===== src/rtl/rr_arbiter4_if.sv =====
`default_nettype none
// ============================================================================
// Module   : rr_arbiter4_if
// Brief    : Request/grant bundle between four clients and rr_arbiter4.
//            master = client side, slave = arbiter side.
// Revision : 1.0  initial release
// ============================================================================
interface rr_arbiter4_if;
    logic [3:0] req;
    logic       rr_en;
    logic [3:0] gnt;
    logic [1:0] gnt_bin;
    logic       gnt_vld;
    logic       preempt;

    modport master (
        output req,
        output rr_en,
        input  gnt,
        input  gnt_bin,
        input  gnt_vld,
        input  preempt
    );

    modport slave (
        input  req,
        input  rr_en,
        output gnt,
        output gnt_bin,
        output gnt_vld,
        output preempt
    );
endinterface
`default_nettype wire


===== src/rtl/rr_arbiter4.sv =====
`default_nettype none
// ============================================================================
// Module   : rr_arbiter4
// Brief    : Four-requester arbiter, fixed (index 3 highest) or round-robin
//            priority, with a hold limit and a one-cycle dead gap after every
//            release. All outputs are registered.
// Revision : 1.0  initial release
// ============================================================================
module rr_arbiter4 #(
    parameter int MAX_HOLD = 8
) (
    input  wire logic        clk,
    input  wire logic        rst_n,
    rr_arbiter4_if.slave     bus
);

    localparam int                  c_cnt_w    = $clog2(MAX_HOLD + 1);
    localparam logic [c_cnt_w-1:0]  c_max_hold = c_cnt_w'(MAX_HOLD);
    localparam logic [c_cnt_w-1:0]  c_cnt_one  = c_cnt_w'(1);

    typedef enum logic [1:0] {
        ST_IDLE = 2'd0,
        ST_BUSY = 2'd1,
        ST_GAP  = 2'd2
    } state_t;

    state_t               r_state;
    logic [3:0]           r_gnt;
    logic [1:0]           r_gnt_bin;
    logic                 r_gnt_vld;
    logic                 r_preempt;
    logic [1:0]           r_ptr;
    logic [c_cnt_w-1:0]   r_hold_cnt;

    state_t               w_state_nxt;
    logic [3:0]           w_gnt_nxt;
    logic [1:0]           w_gnt_bin_nxt;
    logic                 w_gnt_vld_nxt;
    logic                 w_preempt_nxt;
    logic [1:0]           w_ptr_nxt;
    logic [c_cnt_w-1:0]   w_hold_cnt_nxt;

    logic                 w_req_any;
    logic [1:0]           w_fix_win;
    logic [7:0]           w_req_dbl;
    logic [3:0]           w_req_rot;
    logic [1:0]           w_rr_off;
    logic [1:0]           w_win;
    logic                 w_owner_req;
    logic                 w_others;

    // Winner selection: highest index in fixed mode; in round-robin mode the
    // request vector is rotated so that ptr lands at bit 0, then the lowest
    // set bit is taken and un-rotated by adding ptr back.
    always_comb begin
        w_req_any = |bus.req;

        casez (bus.req)
            4'b1???: w_fix_win = 2'd3;
            4'b01??: w_fix_win = 2'd2;
            4'b001?: w_fix_win = 2'd1;
            default: w_fix_win = 2'd0;
        endcase

        w_req_dbl = {bus.req, bus.req};
        w_req_rot = w_req_dbl[{1'b0, r_ptr} +: 4];

        casez (w_req_rot)
            4'b???1: w_rr_off = 2'd0;
            4'b??10: w_rr_off = 2'd1;
            4'b?100: w_rr_off = 2'd2;
            default: w_rr_off = 2'd3;
        endcase

        w_win       = bus.rr_en ? (r_ptr + w_rr_off) : w_fix_win;
        w_owner_req = bus.req[r_gnt_bin];
        w_others    = |(bus.req & ~r_gnt);
    end

    // Next-state and next-output logic: arbitrate in IDLE/GAP, hold or
    // release in BUSY. Any release always passes through one GAP cycle.
    always_comb begin
        w_state_nxt    = r_state;
        w_gnt_nxt      = r_gnt;
        w_gnt_bin_nxt  = r_gnt_bin;
        w_gnt_vld_nxt  = r_gnt_vld;
        w_preempt_nxt  = 1'b0;
        w_ptr_nxt      = r_ptr;
        w_hold_cnt_nxt = r_hold_cnt;

        case (r_state)
            ST_IDLE, ST_GAP: begin
                if (w_req_any) begin
                    w_state_nxt    = ST_BUSY;
                    w_gnt_nxt      = 4'd1 << w_win;
                    w_gnt_bin_nxt  = w_win;
                    w_gnt_vld_nxt  = 1'b1;
                    w_hold_cnt_nxt = c_cnt_one;
                    w_ptr_nxt      = w_win + 2'd1;
                end else begin
                    w_state_nxt    = ST_IDLE;
                    w_gnt_nxt      = 4'd0;
                    w_gnt_bin_nxt  = 2'd0;
                    w_gnt_vld_nxt  = 1'b0;
                    w_hold_cnt_nxt = '0;
                end
            end
            ST_BUSY: begin
                if (!w_owner_req || ((r_hold_cnt == c_max_hold) && w_others)) begin
                    // Voluntary drop takes priority; otherwise the hold
                    // limit with someone waiting forces the owner off.
                    w_state_nxt    = ST_GAP;
                    w_gnt_nxt      = 4'd0;
                    w_gnt_bin_nxt  = 2'd0;
                    w_gnt_vld_nxt  = 1'b0;
                    w_hold_cnt_nxt = '0;
                    w_preempt_nxt  = w_owner_req;
                end else if (r_hold_cnt != c_max_hold) begin
                    w_hold_cnt_nxt = r_hold_cnt + c_cnt_one;
                end
            end
            default: begin
                w_state_nxt    = ST_IDLE;
                w_gnt_nxt      = 4'd0;
                w_gnt_bin_nxt  = 2'd0;
                w_gnt_vld_nxt  = 1'b0;
                w_hold_cnt_nxt = '0;
            end
        endcase
    end

    // State and output registers; reset drops any grant immediately.
    always_ff @(posedge clk or negedge rst_n) begin
        if (!rst_n) begin
            r_state    <= ST_IDLE;
            r_gnt      <= 4'd0;
            r_gnt_bin  <= 2'd0;
            r_gnt_vld  <= 1'b0;
            r_preempt  <= 1'b0;
            r_ptr      <= 2'd0;
            r_hold_cnt <= '0;
        end else begin
            r_state    <= w_state_nxt;
            r_gnt      <= w_gnt_nxt;
            r_gnt_bin  <= w_gnt_bin_nxt;
            r_gnt_vld  <= w_gnt_vld_nxt;
            r_preempt  <= w_preempt_nxt;
            r_ptr      <= w_ptr_nxt;
            r_hold_cnt <= w_hold_cnt_nxt;
        end
    end

    assign bus.gnt     = r_gnt;
    assign bus.gnt_bin = r_gnt_bin;
    assign bus.gnt_vld = r_gnt_vld;
    assign bus.preempt = r_preempt;

endmodule
`default_nettype wire


===== src/flat_wrapper.sv =====
// flat-port wrapper written by rule: the top's interface ports become plain ports
module rr_arbiter4_flat 
#(
    parameter int MAX_HOLD = 8
)
  (clk, rst_n, bus_req, bus_rr_en, bus_gnt, bus_gnt_bin, bus_gnt_vld, bus_preempt);
  rr_arbiter4_if bus_i ();
  input  wire logic clk;
  input  wire logic rst_n;
  input wire logic [$bits(bus_i.req)-1:0] bus_req;
  input wire logic [$bits(bus_i.rr_en)-1:0] bus_rr_en;
  output wire logic [$bits(bus_i.gnt)-1:0] bus_gnt;
  output wire logic [$bits(bus_i.gnt_bin)-1:0] bus_gnt_bin;
  output wire logic [$bits(bus_i.gnt_vld)-1:0] bus_gnt_vld;
  output wire logic [$bits(bus_i.preempt)-1:0] bus_preempt;
  assign bus_i.req = bus_req;
  assign bus_i.rr_en = bus_rr_en;
  assign bus_gnt = bus_i.gnt;
  assign bus_gnt_bin = bus_i.gnt_bin;
  assign bus_gnt_vld = bus_i.gnt_vld;
  assign bus_preempt = bus_i.preempt;
  rr_arbiter4 #(.MAX_HOLD(MAX_HOLD)) u_core (.clk(clk), .rst_n(rst_n), .bus(bus_i));
endmodule

===== config.mk =====
export PLATFORM = sky130hd
export DESIGN_NAME = rr_arbiter4_flat
export DESIGN_NICKNAME = d
export VERILOG_FILES = /design/src/rtl/rr_arbiter4_if.sv /design/src/rtl/rr_arbiter4.sv /design/src/flat_wrapper.sv
export SDC_FILE = /design/constraint.sdc
export NUM_CORES = 1
export LEC_CHECK = 0
export ABC_AREA = 1
export CORE_MARGIN = 10
export CORE_UTILIZATION = 51
export CTS_CLUSTER_SIZE = 25
export DETAILED_ROUTE_END_ITERATION = 8
export GPL_TIMING_DRIVEN = 0
export PLACE_DENSITY = 0.77
export SETUP_SLACK_MARGIN = 0.3
export SLEW_MARGIN = 20
export SYNTH_ARGS = -nofsm -noshare
export SYNTH_HDL_FRONTEND = slang
export SYNTH_SLANG_ARGS = --single-unit

===== constraint.sdc =====
create_clock -name clk -period 2.3 [get_ports clk]
set_clock_uncertainty 0.2 [all_clocks]
set_input_delay 0.69 -clock clk [delete_from_list [all_inputs] [get_ports clk]]
set_output_delay 0.69 -clock clk [all_outputs]
set_load 0.01 [all_outputs]

* Yosys cells after proc, flatten, opt, wreduce, memory -nomap -nowiden
Index checks and enable logic that the tools add are counted.
** Word-level totals
- Register bits :: 16
- Output and inout bits :: 8
- Logic and storage cells :: 56
** Cells by class
- Add/sub/neg operators :: 3
- $lt $le $gt $ge :: 1
- Eq/ne operators :: 10
- Shift-type cells :: 2
- Multiplexer cells :: 23
- Bitwise gates (word level) :: 2
- Reduce and logical (&&, ||, !) cells :: 8
** Operator list (count)
- $mux 4 :: 4
- $pmux 4 s2 :: 2
- $pmux 2 s3 :: 2
- $mux 2 :: 4
- $pmux 2 s2 :: 2
- $reduce_or 4->1 :: 2
- $shiftx 8x3->3 :: 1
- $mux 1 :: 7
- $add 4x1->4 const B :: 1
- $and 4x4->4 :: 1
- $eq 2x1->1 const B :: 2
- $eq 2x2->1 const B :: 2
- $eq 4x4->1 const B :: 1
- $ne 4x4->1 const B :: 1
- $not 4->4 :: 1
- $shl 1x2->4 const A :: 1
- $eq 3x1->1 const B :: 1
- $eq 3x3->1 const B :: 1
- $lt 2x3->1 const B :: 1
- $ne 3x1->1 const B :: 1
- $add 2x1->2 const B :: 1
- $add 2x2->2 :: 1
- $bmux 1 s2 :: 1
- $logic_not 2->1 :: 1
- 7 further kinds :: 7

* Longest topological paths before layout
- Word-level depth :: 8
- Mapped depth :: 13
- Gate-level depth less buffers :: 13

* Worst setup path before layout
OpenSTA, ideal clock, no wires.
- Path type :: input-to-reg
- From :: input bus_req[0]
- To :: register u_core.r_ptr[1]
- Library setup time :: 0.113 ns
- Data arrival time :: 2.079 ns
- Setup slack :: -0.092 ns
- Stages on the path :: 11
- Path through :: inv_1 -> o21ai_0 -> a21boi_0 -> o21ai_0 -> ha_1 -> nor2_1 -> a31o_2 -> nor2_1 -> nand3_1 -> nand2_1 -> inv_1
** Between the ends
- Cells in the longest elaborated chain, start to end :: 6
- Elaborated cells on any way between the ends :: 9
- Classes of those cells :: add/sub (2); eq/ne (2); shift (1); mux (2); reduce/logical (2)
** RTL lines
- start, declared :: RTL line flat_wrapper.sv:10 : input wire logic [$bits(bus_i.req)-1:0] bus_req;
- $shiftx 8x3->3 :: RTL line rr_arbiter4.sv:66 : w_req_rot = w_req_dbl[{1'b0, r_ptr} +: 4];
- $eq 3x3->1 / $eq 2x2->1 (equally long branches) :: RTL line rr_arbiter4.sv:68 : casez (w_req_rot)
- $pmux 2 s3 :: RTL line rr_arbiter4.sv:68
- $add 2x2->2 :: RTL line rr_arbiter4.sv:75 : w_win = bus.rr_en ? (r_ptr + w_rr_off) : w_fix_win;
- $mux 2 :: RTL line rr_arbiter4.sv:75
- $add 2x1->2 :: RTL line rr_arbiter4.sv:99 : w_ptr_nxt = w_win + 2'd1;
- end signal, assigned :: RTL line rr_arbiter4.sv:148 : r_ptr <= w_ptr_nxt;
- end, declared :: RTL line rr_arbiter4.sv:32 : logic [1:0] r_ptr;
Several ways; a longest one is shown, not always the timed one.
A chain may end at the register's enable or synchronous reset.

* Final worst setup path
Same ends and word-level chain as after synthesis.

==> results.md <==
Place:
- After legalization and detailed placement, the total HPWL measured 1620 um.
- Summing all placed instances gives a cell area of between 0.001 and 0.0015 mm2.
- Port buffering added 14 buffers.
- The global placer's final weighted congestion is between 0.7 and 0.8.

Final layout:
- Summing all flip-flop and latch instances after layout gives 402 um2.
- The repair_antennas step left the layout with diodes totalling 0.
- The post-layout instance area is 0.00122 mm2.
- In the final layout, the share of cells above drive strength 1 is 25.0%.
- The area of the multi-input gates is about 500 um2.
- The layout net count is 155.
- The filler cell count is 134.
- Compared with the post-synthesis result, the final layout area differs by 34.2%.
- The post-route core utilization is 71.6%.

Floorplan:
- The number of top-level pins is 15.
- The site row count is 15.
- The overall die width is approximately 62 um.
- The region available for standard cell placement spans between 0.0015 and 0.002 mm2.
- The starting utilization of the core area is 53.4%.
- The floorplan step defined a die boundary enclosing around 0.0039 mm2.
- The vertical die dimension is slightly above 60 um.

Detailed routing:
- The via density per instance is approximately 5.1.
- The post-detailed-route wirelength per cell is 12.9 um.
- The total wire length after detailed routing is approximately 2200 um.
- The initial DRC count is 20.
- The overall via count from detail_route is approximately 870.
- The first detailed-routing pass took 4 iterations.
- The count of nets left with antenna violations once routing finished came out at 0.
- The post-route DRC violation count is 0.

Clock network:
- The tree is rooted in a sky130_fd_sc_hd__clkbuf_4.
- After clock tree synthesis, the flow added hold-fix buffers numbering 0.
- TritonCTS created 3 clock buffers.
- Clock-pin slew was measured on the worst setup and hold paths at 0.09 ns.
- The H-tree depth is 1.
- The later pin in the worst-skew pair is clocked with a latency of just under 0.3 ns.
- The TritonCTS clock tree is built.
- The longest clock path from root to sink contains 2 buffers.
- The clock net sink count is 16.

Critical path:
- The worst setup path is captured at a register.
- Data on the critical path arrives at its endpoint at about 2.1 ns.
- The data required time of the critical path is roughly 2.3 ns.
- Walking the worst path, the cells encountered are buf_12, inv_12, o21ai_4, a21boi_2, o21ai_1, ha_1, nor2_1, a31o_2, nor2_4, nand3_2, nand2_1, inv_1.
- Along the worst path, the maximum fanout reaches 4.
- The kind of critical path is input port to register.
- The critical path's slowest cell is sky130_fd_sc_hd__ha_1.
- The kind of start point of the critical path is an input port.
- The length in cells of the worst reg-to-reg path is 10.
- The largest single stage delay on the critical path is approximately 0.27 ns.

Yosys:
- The cell count after synthesis is 119.
- The synthesized-area fraction occupied by and/or/nand/nor cells is 29.4%.
- The number of distinct library cells after synthesis is 23.
- After synthesis, the largest family of logic cells by area is simple AND/OR/NAND/NOR gates.
- The combined area of all synthesized cells is ~910 um2.
- Summing the areas of all fa, ha and maj instances in the mapped netlist gives 4.12% of the synthesized area.
- The sequential-to-total area share from yosys stat is between 40 and 50%.
- When the netlist entered floorplanning its net count stood at about 130.
- The share of synthesized area spent on multiplexers is 0%.
- The post-synthesis average cell area is roughly 7.7 um2.
- The total of warnings raised by yosys is 0.
- The synthesized-area fraction occupied by ao, oa, aoi and oai cells is about an eighth.
- The total of flip-flops plus latches after synthesis is 16.
- Summing the areas of all xor and xnor instances in the mapped netlist gives approximately 1.9% of the synthesized area.

Pwr:
- The completed layout was analyzed and its total power is 1550 uW.
- The worst-case IR drop observed on VDD is 0.747 mV.
- The analysis attributes to cell leakage a power of about 0.00064 uW.
- The power per unit of standard cell area is about 1300 mW/mm2.

Global routing:
- The overall fraction of global-route tracks in use is 11.1%.
- The global-route wire length before repair is roughly 3700 um.
- The final global-route overflow total is 0.
- The pin count of the biggest net entering global routing is 17.
- The number of global-route vias before repair is approximately 850.
- The initial antenna violation count is 0.

Timing:
- Headroom to the max-slew limit came out at 50.8%.
- The number of setup violations in the final report is 0.
- The post-layout minimum cycle time is 2.11 ns.
- The count of pins over their slew limit is 0.
- The tightest hold margin is around 0.28 ns.
- The slew of the pin with the lowest slew margin is 0.736 ns.
- Setup repair after global routing could not meet its margin everywhere.
- The maximum operating frequency is ~0.47 GHz.
- The total count of hold-check failures in the final report was 0.
- The share of the clock period used by the worst path after layout is around nine tenths.

Min path:
- Counting instances, the worst hold path has a depth of 2.
- The min-delay analysis places its worst path in the category register to register.

Run status:
- The flow ran to the end, and the final reports show no timing, DRC or antenna violations.

Flow run:
- Max-cap violations in this run came to 0.
## placed cells by master (no fill, tap or decap), drive strengths merged
cell type      netlist  routed
a21oi                5       5
nand2               35      35
nor4                 1       1
a21boi               1       1
buf                  0      11
dlygate4sd2          0       8
dfrtp               16      16
o22ai                3       3
nand3               12      12
clkdlybuf4s50        0       2
a31o                 1       1
ha                   3       3
clkbuf               0       4
inv                 18      18
o21ai               11      11
xor2                 1       1
nor3                 1       1
nor2                 9       9
xnor2                1       1
nand4                1       1
## worst max-delay path: cells and delay by family
family                   cells  cell delay [ns]
AND/OR/NAND/NOR              4             0.35
AO/OA/AOI/OAI                4             0.63
adder cells (fa/ha/maj)      1             0.27
buffers and inverters        3             0.15
## sequential cells by signal, summed over array words and instances (netlist names)
register,flops
u_core.bus.gnt,4
u_core.bus.gnt_bin,2
u_core.bus.gnt_vld,1
u_core.bus.preempt,1
u_core.r_hold_cnt,4
u_core.r_ptr,2
u_core.r_state,2
## report_power, final
group	switching, uW	internal [uW]
combinational	497	370
clock	90.8	96.5
sequential	109	391
total	697	857
## layout make-up
class	count	share of cell area, %
clock buffer	4	2.97
inverter	18	6.75
multi-input combinational	85	39.9
sequential	16	32.8
tap	25	2.56
timing repair buffer	21	15.0
## cell usage after synthesis
cell type                   n  share of area [%]
sky130_fd_sc_hd__nand2_1   35                 14
sky130_fd_sc_hd__dfrtp_1   16                 44
sky130_fd_sc_hd__o22ai_1    3                2.1
sky130_fd_sc_hd__nand4_1    1               0.69
sky130_fd_sc_hd__inv_2      1               0.41
sky130_fd_sc_hd__a21oi_1    5                2.7
sky130_fd_sc_hd__o21ai_0    6                3.3
sky130_fd_sc_hd__nor2_2     1               0.69
sky130_fd_sc_hd__nand3_1    9                4.9
sky130_fd_sc_hd__nor2_1     8                3.3
sky130_fd_sc_hd__inv_4      1               0.69
sky130_fd_sc_hd__inv_1     16                6.6
sky130_fd_sc_hd__xor2_1     1               0.96
sky130_fd_sc_hd__a21boi_0   1               0.82
sky130_fd_sc_hd__o21ai_1    4                2.2
sky130_fd_sc_hd__nand3_4    1                1.9
sky130_fd_sc_hd__nand3_2    2                2.2
sky130_fd_sc_hd__a31o_2     1               0.96
sky130_fd_sc_hd__o21ai_2    1               0.96
sky130_fd_sc_hd__nor4_1     1               0.69
sky130_fd_sc_hd__ha_1       3                4.1
sky130_fd_sc_hd__xnor2_1    1               0.96
sky130_fd_sc_hd__nor3_1     1               0.55
## worst paths after layout
kind	from	slack (ns)	end
worst min register to register	u_core.bus.gnt_vld	0.28	u_core.bus.gnt_vld
worst max register to register	u_core.r_ptr[0]	0.21	u_core.r_ptr[1]
min in group asynchronous	rst_n	0.63	u_core.r_state[1]
max in group asynchronous	rst_n	0.77	u_core.r_ptr[0]
worst max-delay path	bus_req[0]	0.19	u_core.r_ptr[1]
worst min-delay path	u_core.bus.gnt_vld	0.28	u_core.bus.gnt_vld
## per-stage QoR
step           setup TNS [ns]  setup WS [ns]  instances
2_1_floorplan               0          0.112        119
3_3_place_gp            -4.93         -0.672        158
3_5_place_dp            -5.19         -0.686        158
4_1_cts                     0          0.227        166
5_1_grt                     0         0.0766        169
6_report                    0          0.189        169
## routing by layer
layer	track usage, %	up-vias	routed length [um]
li1	-	439	-
met1	12.2	411	950
met2	20.6	15	1140
met3	1.79	4	53
met4	4.19	0	29
met5	0	-	0
## cells by family after synthesis
group	after synthesis
AND/OR/NAND/NOR	59
AO/OA/AOI/OAI	21
buffers and inverters	18
flip-flops	16
adder cells (fa/ha/maj)	3
XOR/XNOR	2
## what timing repair did
action	4_1_cts	5_1_grt
endpoints found under the setup margin	22	8
resized for setup	37	3
cloned	0	0
endpoints found under the hold margin	0	0
buffers inserted	4	3
pin swaps	10	8
No activity file was read; power rests on OpenSTA's default activity.
